### src/rtl/uart_string_monitor.sv
// UART memory-protocol client: reads a length-prefixed string,
// prints it, writes back a completion word, then halts.
module uart_string_monitor #(
  parameter int CLK       = 50,
  parameter int BAUD_RATE = 115200
) (
  input  logic clk,
  input  logic res,
  input  logic rx,
  output logic tx
);

  localparam int DIV  = (CLK * 1000000) / BAUD_RATE;
  localparam int HALF = DIV / 2;
  localparam int CW   = $clog2(DIV + 1);
  localparam logic [CW-1:0] DIV_LAST  = CW'(DIV - 1);
  localparam logic [CW-1:0] HALF_LAST = CW'(HALF - 1);

  typedef enum logic [2:0] {
    S_INIT,
    S_RD_LEN,
    S_RD_WORD,
    S_PRINT,
    S_WR_DONE,
    S_HLT,
    S_DONE
  } state_t;

  function automatic logic [7:0] byte_sel(
    input logic [31:0] w,
    input logic [1:0]  s
  );
    logic [7:0] r;
    unique case (s)
      2'd0: r = w[7:0];
      2'd1: r = w[15:8];
      2'd2: r = w[23:16];
      2'd3: r = w[31:24];
    endcase
    return r;
  endfunction

  logic rx_s1;
  logic rx_s2;
  logic rx_busy;
  logic [CW-1:0] rx_cnt;
  logic [3:0] rx_bit;
  logic [7:0] rx_sh;
  logic rx_valid;

  logic tx_busy;
  logic [CW-1:0] tx_cnt;
  logic [3:0] tx_bit;
  logic [9:0] tx_sh;
  logic tx_go;
  logic [7:0] tx_byte;
  logic tx_idle;

  state_t state_q, state_d;
  logic [3:0]  idx_q, idx_d;
  logic        wait_q, wait_d;
  logic [1:0]  rcnt_q, rcnt_d;
  logic [31:0] word_q, word_d;
  logic [15:0] len_q, len_d;
  logic [15:0] n_q, n_d;
  logic [1:0]  bidx_q, bidx_d;

  logic [31:0] rd_addr;
  logic [31:0] cmd_word;
  logic [1:0]  bsel;

  // two-flop synchronizer on the serial input
  always_ff @(posedge clk) begin
    if (res) begin
      rx_s1 <= 1'b1;
      rx_s2 <= 1'b1;
    end else begin
      rx_s1 <= rx;
      rx_s2 <= rx_s1;
    end
  end

  // receiver: confirm start at half bit, sample centres, emit at stop
  always_ff @(posedge clk) begin
    if (res) begin
      rx_busy  <= 1'b0;
      rx_cnt   <= '0;
      rx_bit   <= '0;
      rx_sh    <= '0;
      rx_valid <= 1'b0;
    end else begin
      rx_valid <= 1'b0;
      if (!rx_busy) begin
        if (!rx_s2) begin
          rx_busy <= 1'b1;
          rx_cnt  <= '0;
          rx_bit  <= '0;
        end
      end else if (rx_bit == 4'd0) begin
        if (rx_cnt == HALF_LAST) begin
          rx_cnt <= '0;
          if (rx_s2) rx_busy <= 1'b0;
          else rx_bit <= 4'd1;
        end else begin
          rx_cnt <= rx_cnt + 1'b1;
        end
      end else if (rx_cnt == DIV_LAST) begin
        rx_cnt <= '0;
        if (rx_bit == 4'd9) begin
          rx_busy  <= 1'b0;
          rx_valid <= 1'b1;
        end else begin
          rx_sh  <= {rx_s2, rx_sh[7:1]};
          rx_bit <= rx_bit + 1'b1;
        end
      end else begin
        rx_cnt <= rx_cnt + 1'b1;
      end
    end
  end

  // transmitter: shifts a 10-bit 8N1 frame, accepts only when idle
  always_ff @(posedge clk) begin
    if (res) begin
      tx_busy <= 1'b0;
      tx_cnt  <= '0;
      tx_bit  <= '0;
      tx_sh   <= '1;
    end else if (!tx_busy) begin
      if (tx_go) begin
        tx_busy <= 1'b1;
        tx_cnt  <= '0;
        tx_bit  <= '0;
        tx_sh   <= {1'b1, tx_byte, 1'b0};
      end
    end else if (tx_cnt == DIV_LAST) begin
      tx_cnt <= '0;
      tx_sh  <= {1'b1, tx_sh[9:1]};
      if (tx_bit == 4'd9) tx_busy <= 1'b0;
      else tx_bit <= tx_bit + 1'b1;
    end else begin
      tx_cnt <= tx_cnt + 1'b1;
    end
  end

  assign tx      = tx_busy ? tx_sh[0] : 1'b1;
  assign tx_idle = !tx_busy;

  assign rd_addr = 32'd4 + {16'd0, n_q & 16'hfffc};
  assign bsel    = idx_q[1:0] - 2'd1;

  // operand word whose bytes follow the command code
  always_comb begin
    cmd_word = 32'd0;
    if (state_q == S_RD_WORD) begin
      cmd_word = rd_addr;
    end else if (state_q == S_WR_DONE && idx_q >= 4'd5) begin
      cmd_word = {16'h600d, len_q};
    end
  end

  // sequencer state and datapath registers
  always_ff @(posedge clk) begin
    if (res) begin
      state_q <= S_INIT;
      idx_q   <= '0;
      wait_q  <= 1'b0;
      rcnt_q  <= '0;
      word_q  <= '0;
      len_q   <= '0;
      n_q     <= '0;
      bidx_q  <= '0;
    end else begin
      state_q <= state_d;
      idx_q   <= idx_d;
      wait_q  <= wait_d;
      rcnt_q  <= rcnt_d;
      word_q  <= word_d;
      len_q   <= len_d;
      n_q     <= n_d;
      bidx_q  <= bidx_d;
    end
  end

  // sequencer next state: byte issue, reply collection
  always_comb begin
    state_d = state_q;
    idx_d   = idx_q;
    wait_d  = wait_q;
    rcnt_d  = rcnt_q;
    word_d  = word_q;
    len_d   = len_q;
    n_d     = n_q;
    bidx_d  = bidx_q;
    tx_go   = 1'b0;
    tx_byte = 8'h00;
    if (wait_q) begin
      if (rx_valid) begin
        word_d = {word_q[23:0], rx_sh};
        rcnt_d = rcnt_q + 2'd1;
        if (rcnt_q == 2'd3) begin
          wait_d = 1'b0;
          idx_d  = '0;
          if (state_q == S_RD_LEN) begin
            len_d   = word_d[15:0];
            n_d     = '0;
            state_d = S_RD_WORD;
          end else begin
            bidx_d  = '0;
            state_d = S_PRINT;
          end
        end
      end
    end else begin
      unique case (state_q)
        S_INIT: begin
          idx_d   = '0;
          state_d = S_RD_LEN;
        end
        S_RD_LEN, S_RD_WORD: begin
          if (state_q == S_RD_WORD && idx_q == 4'd0
              && n_q >= len_q) begin
            state_d = S_WR_DONE;
          end else if (tx_idle) begin
            tx_go   = 1'b1;
            tx_byte = (idx_q == 4'd0) ? 8'h01
                                      : byte_sel(cmd_word, bsel);
            if (idx_q == 4'd4) begin
              idx_d  = '0;
              wait_d = 1'b1;
              rcnt_d = '0;
            end else begin
              idx_d = idx_q + 4'd1;
            end
          end
        end
        S_PRINT: begin
          if (tx_idle) begin
            tx_go = 1'b1;
            if (idx_q == 4'd0) begin
              tx_byte = 8'h03;
              idx_d   = 4'd1;
            end else begin
              tx_byte = byte_sel(word_q, ~bidx_q);
              idx_d   = '0;
              n_d     = n_q + 16'd1;
              bidx_d  = bidx_q + 2'd1;
              if (bidx_q == 2'd3 || n_d >= len_q) begin
                state_d = S_RD_WORD;
              end
            end
          end
        end
        S_WR_DONE: begin
          if (tx_idle) begin
            tx_go   = 1'b1;
            tx_byte = (idx_q == 4'd0) ? 8'h02
                                      : byte_sel(cmd_word, bsel);
            if (idx_q == 4'd8) begin
              idx_d   = '0;
              state_d = S_HLT;
            end else begin
              idx_d = idx_q + 4'd1;
            end
          end
        end
        S_HLT: begin
          if (tx_idle) begin
            tx_go   = 1'b1;
            tx_byte = 8'h04;
            state_d = S_DONE;
          end
        end
        S_DONE: begin
          state_d = S_DONE;
        end
        default: begin
          state_d = S_INIT;
        end
      endcase
    end
  end

endmodule

### config.mk
export PLATFORM = sky130hd
export DESIGN_NAME = uart_string_monitor
export DESIGN_NICKNAME = d
export VERILOG_FILES = /design/src/rtl/uart_string_monitor.sv
export SDC_FILE = /design/constraint.sdc
export NUM_CORES = 1
export LEC_CHECK = 0
export ABC_AREA = 1
export BUFFER_PORTS_ARGS = -buffer_cell sky130_fd_sc_hd__buf_2
export CORE_ASPECT_RATIO = 1.25
export CORE_MARGIN = 2
export CORE_UTILIZATION = 36
export CTS_BUF_LIST = sky130_fd_sc_hd__clkbuf_16
export CTS_CLUSTER_DIAMETER = 50
export DETAILED_ROUTE_END_ITERATION = 12
export SYNTH_ARGS = -nofsm -noshare
export SYNTH_HDL_FRONTEND = slang
export SYNTH_SLANG_ARGS = --single-unit
### constraint.sdc
create_clock -name clk -period 2.6 [get_ports clk]
set_input_delay 0.26 -clock clk [delete_from_list [all_inputs] [get_ports clk]]
set_output_delay 0.26 -clock clk [all_outputs]
set_load 0.005 [all_outputs]
==> results.sh <==
export IMPL_dieArea_sq_um=21710
export IMPL_die_w_microns=132.2
export IMPL_finalHoldViolCount=0
export IMPL_dr_total_vias=7202
export IMPL_antenna_found_initial=0
export IMPL_gp_congestion=0.8946
export IMPL_syn_area_sq_um=7393
export IMPL_tightest_slew_ps=680.3
export IMPL_met1_usage_pct=22.30
export IMPL_wl_per_cell_microns=14.07
export IMPL_syn_avg_cell_area_sq_um=6.777
export IMPL_routed_wl_mm=20.05
export IMPL_start_util_pct=36.65
export IMPL_cp_common_cell="nand2_2"
export IMPL_setup_viol=1
export IMPL_synth_nets=1149
export IMPL_grtUsageMet2_pct=33.88
export IMPL_grt_max_degree=78
export IMPL_final_nets=1200
export IMPL_grt_busiest_layer="met2"
export IMPL_clkTransAtPathRegs_ps=60
export IMPL_cp_start_kind="register"
export IMPL_cpLargestDelayFamily="simple AND/OR/NAND/NOR gates"
export IMPL_max_stage_delay_ps=370
export IMPL_fin_tns_setup_ps=-0.2001
export IMPL_leakagePower_nw=3.806
export IMPL_htree_levels=4
export IMPL_drive_above_1_share_pct=17.23
export IMPL_crit_chain="ha_4, nand3_2, inv_2, buf_4, buf_4, nand2_2, nor2_4, xor2_2, ha_1, inv_2, nor3_1, nand2_2, nand2_2, nand2_1, nand2_1, nand2_2, nand2_4, nand3_2, nand2_1, nor2_1"
export IMPL_period_share_pct=100.0
export IMPL_port_buffers=3
export IMPL_synth_warnings=0
export IMPL_track_usage_pct=19.12
export IMPL_drt_first_pass_iters=5
export IMPL_violations="negative setup slack"
export IMPL_skew_ps=9.663
export IMPL_path_class="register to register"
export IMPL_cts_sinks=124
export IMPL_gr_usage_met3_pct=3.086
export IMPL_postRouteAntennaNets=0
export IMPL_async_reset_ff_share_pct=0
export IMPL_grt_overflow_total=0
export IMPL_grt_pass1_wl_mm=33.80
export IMPL_synth_seq_area_share_pct=33.58
export IMPL_rows=58
export IMPL_ir_drop_v=0.0004418
export IMPL_viasPerCell=5.054
export IMPL_area_delta_synth_final_pct=21.71
export IMPL_core_sq_um=20170
export IMPL_crit_slowest_cell="dfxtp_4"
export IMPL_worst_slack_ps=-0.2001
export IMPL_fill_cells=2121
export IMPL_crit_required_ps=2920
export IMPL_rsz0062_at_grt="true"
export IMPL_synthCells=1091
export IMPL_outcome="finished, violations left"
export IMPL_synth_edf_count=0
export IMPL_ys_ff_latch=124
export IMPL_dieHeight_microns=164.2
export IMPL_finalCoreUtilization_pct=44.60
export IMPL_clk_latency_ps=420
export IMPL_drc=0
export IMPL_antenna_cells=0
export IMPL_max_cap_viol_count=0
export IMPL_ys_types=48
export IMPL_powerDensity_nw_per_um2=663.9
export IMPL_cp_arrival_ps=2920
export IMPL_yosys_most_used_dff="dfxtp_1"
export IMPL_slew_violations=0
export IMPL_clk_path_buf_depth=2
export IMPL_hold_path_class="primary input to register"
export IMPL_path_max_fanout=6
export IMPL_cts_inserted_buffers=17
export IMPL_crit_path_end_kind="register"
export IMPL_io_pin_count=4
export IMPL_drt_iter0_drc=468
export IMPL_post_route_min_period_ps=2600
export IMPL_grt_pass1_vias=7044
export IMPL_tritoncts="done"
export IMPL_slew_headroom_pct=54.64
export IMPL_hpwl_mm=14.32
export IMPL_cts_root_buf="clkbuf_16"
export IMPL_cp_num_buf_inv=4
export IMPL_fmax_ghz=0.3846
==> synth_stat cells (2+ instances only) <==
library cell    n  area [sq um]
o211ai_2        2         25.02
nand2_2         8         50.05
dfxtp_1       124          2482
nand3b_1        2         15.01
xor2_1         16         140.1
or2_2           5         31.28
o21ai_0        98         490.5
o22ai_1         3         18.77
nand2_4         3         33.78
buf_1           2         7.510
nand4_1        14         87.58
buf_2           7         35.03
clkbuf_1       29         108.9
nor2_4          3         33.78
a21oi_1        98         490.5
a221oi_1        2         17.52
nor2_2          2         12.51
nor3_1         24         120.1
nand2_1       235         882.1
o221ai_1        2         17.52
o21ai_2         2         17.52
nor4_1          2         12.51
ha_1           55         688.2
a31oi_1         4         25.02
a211oi_1        6         45.04
inv_1         114         427.9
a311oi_1        2         17.52
inv_2           8         30.03
o21bai_1        2         15.01
o21ai_1         2         10.01
nand3_1        60         300.3
o211ai_1        7         52.55
nor2_1        133         499.2
==> sequential cells by signal, indices dropped and copies added, names as in the netlist, 2 cells and up <==
signal / flops
state_q: 3
len_q: 16
rx_sh: 8
idx_q: 4
rx_bit: 4
tx_cnt: 9
rx_cnt: 9
n_q: 16
rcnt_q: 2
word_q: 32
tx_sh: 9
tx_bit: 4
bidx_q: 2
==> area by class of cell <==
cell class / count / area, sq um / area share [%]
clock buffer: 17 / 425.4 / 4.727
clock inverter: 15 / 171.4 / 1.905
inverter: 123 / 466.7 / 5.186
multi-input combinational: 805 / 4537 / 50.42
sequential: 124 / 2504 / 27.82
tap: 270 / 337.8 / 3.754
timing repair buffer: 71 / 556.8 / 6.187
==> through the flow <==
| step | instance area, sq um | total power, mW | worst slack [ps] | hold WS [ps] | cells |
|---|---|---|---|---|---|
| after floorplan | 7405 | 3.175 | 66.25 | 363.8 | 1091 |
| after global placement | 7996 | 3.513 | -1.292 | 396.0 | 1377 |
| after detailed placement | 7996 | 3.520 | -89.55 | 397.8 | 1377 |
| after CTS | 8787 | 6.004 | 0.3364 | 6.042 | 1418 |
| after global routing | 8999 | 6.281 | -138.6 | 19.18 | 1425 |
| final | 8999 | 5.974 | -0.2001 | 15.64 | 1425 |
==> kinds of logic after synthesis <==
group | synth area share [%]
AO/OA/AOI/OAI | 17.53
XOR/XNOR | 2.014
adder cells (fa/ha/maj) | 9.308
buffers and inverters | 8.512
flip-flops | 33.58
AND/OR/NAND/NOR | 29.06
==> path summary, 6_finish.rpt <==
check	startpoint	endpoint	slack (ps)	cells after the start
worst min register to register	rx_s1	rx_s2	410	1
worst max register to register	n_q[2]	state_q[0]	-0.2	20
worst max-delay path	n_q[2]	state_q[0]	-0.2	20
worst min-delay path	rx	rx_s1	20	2
==> cells in the final DEF, fill, tap and decap left out, types with 19 or more instances in the layout <==
cell,Yosys,layout
nor3_1,24,21
nor2_1,133,126
a21oi_1,98,96
inv_1,114,110
nand2_1,235,222
nand2_2,8,19
nand3_1,60,53
o21ai_0,98,98
buf_4,0,62
ha_1,55,52
dfxtp_1,124,115
==> layer usage <==
metal / wire length [microns] / vias to the layer above / share of wire (%)
met5: 0 / - / 0
met4: 811 / 0 / 4.0
met3: 682 / 61 / 3.4
met2: 9659 / 162 / 48
met1: 8891 / 3287 / 44
li1: - / 3692 / -
==> where the power goes <==
group          total (mW)  internal, mW  leakage (nW)  switching, mW
registers            2.07          1.99          1.01         0.0772
logic                1.47         0.500          2.50          0.967
clock network        2.44          1.51         0.298          0.931
==> what timing repair did <==
item,CTS,global route
setup buffers,9,7
resized for setup,32,43
endpoints found under the hold margin,0,0
hold buffers,0,0
setup endpoints to repair,3,10
pin swaps,16,29
Note: power is estimated with default switching activity, not from simulation.
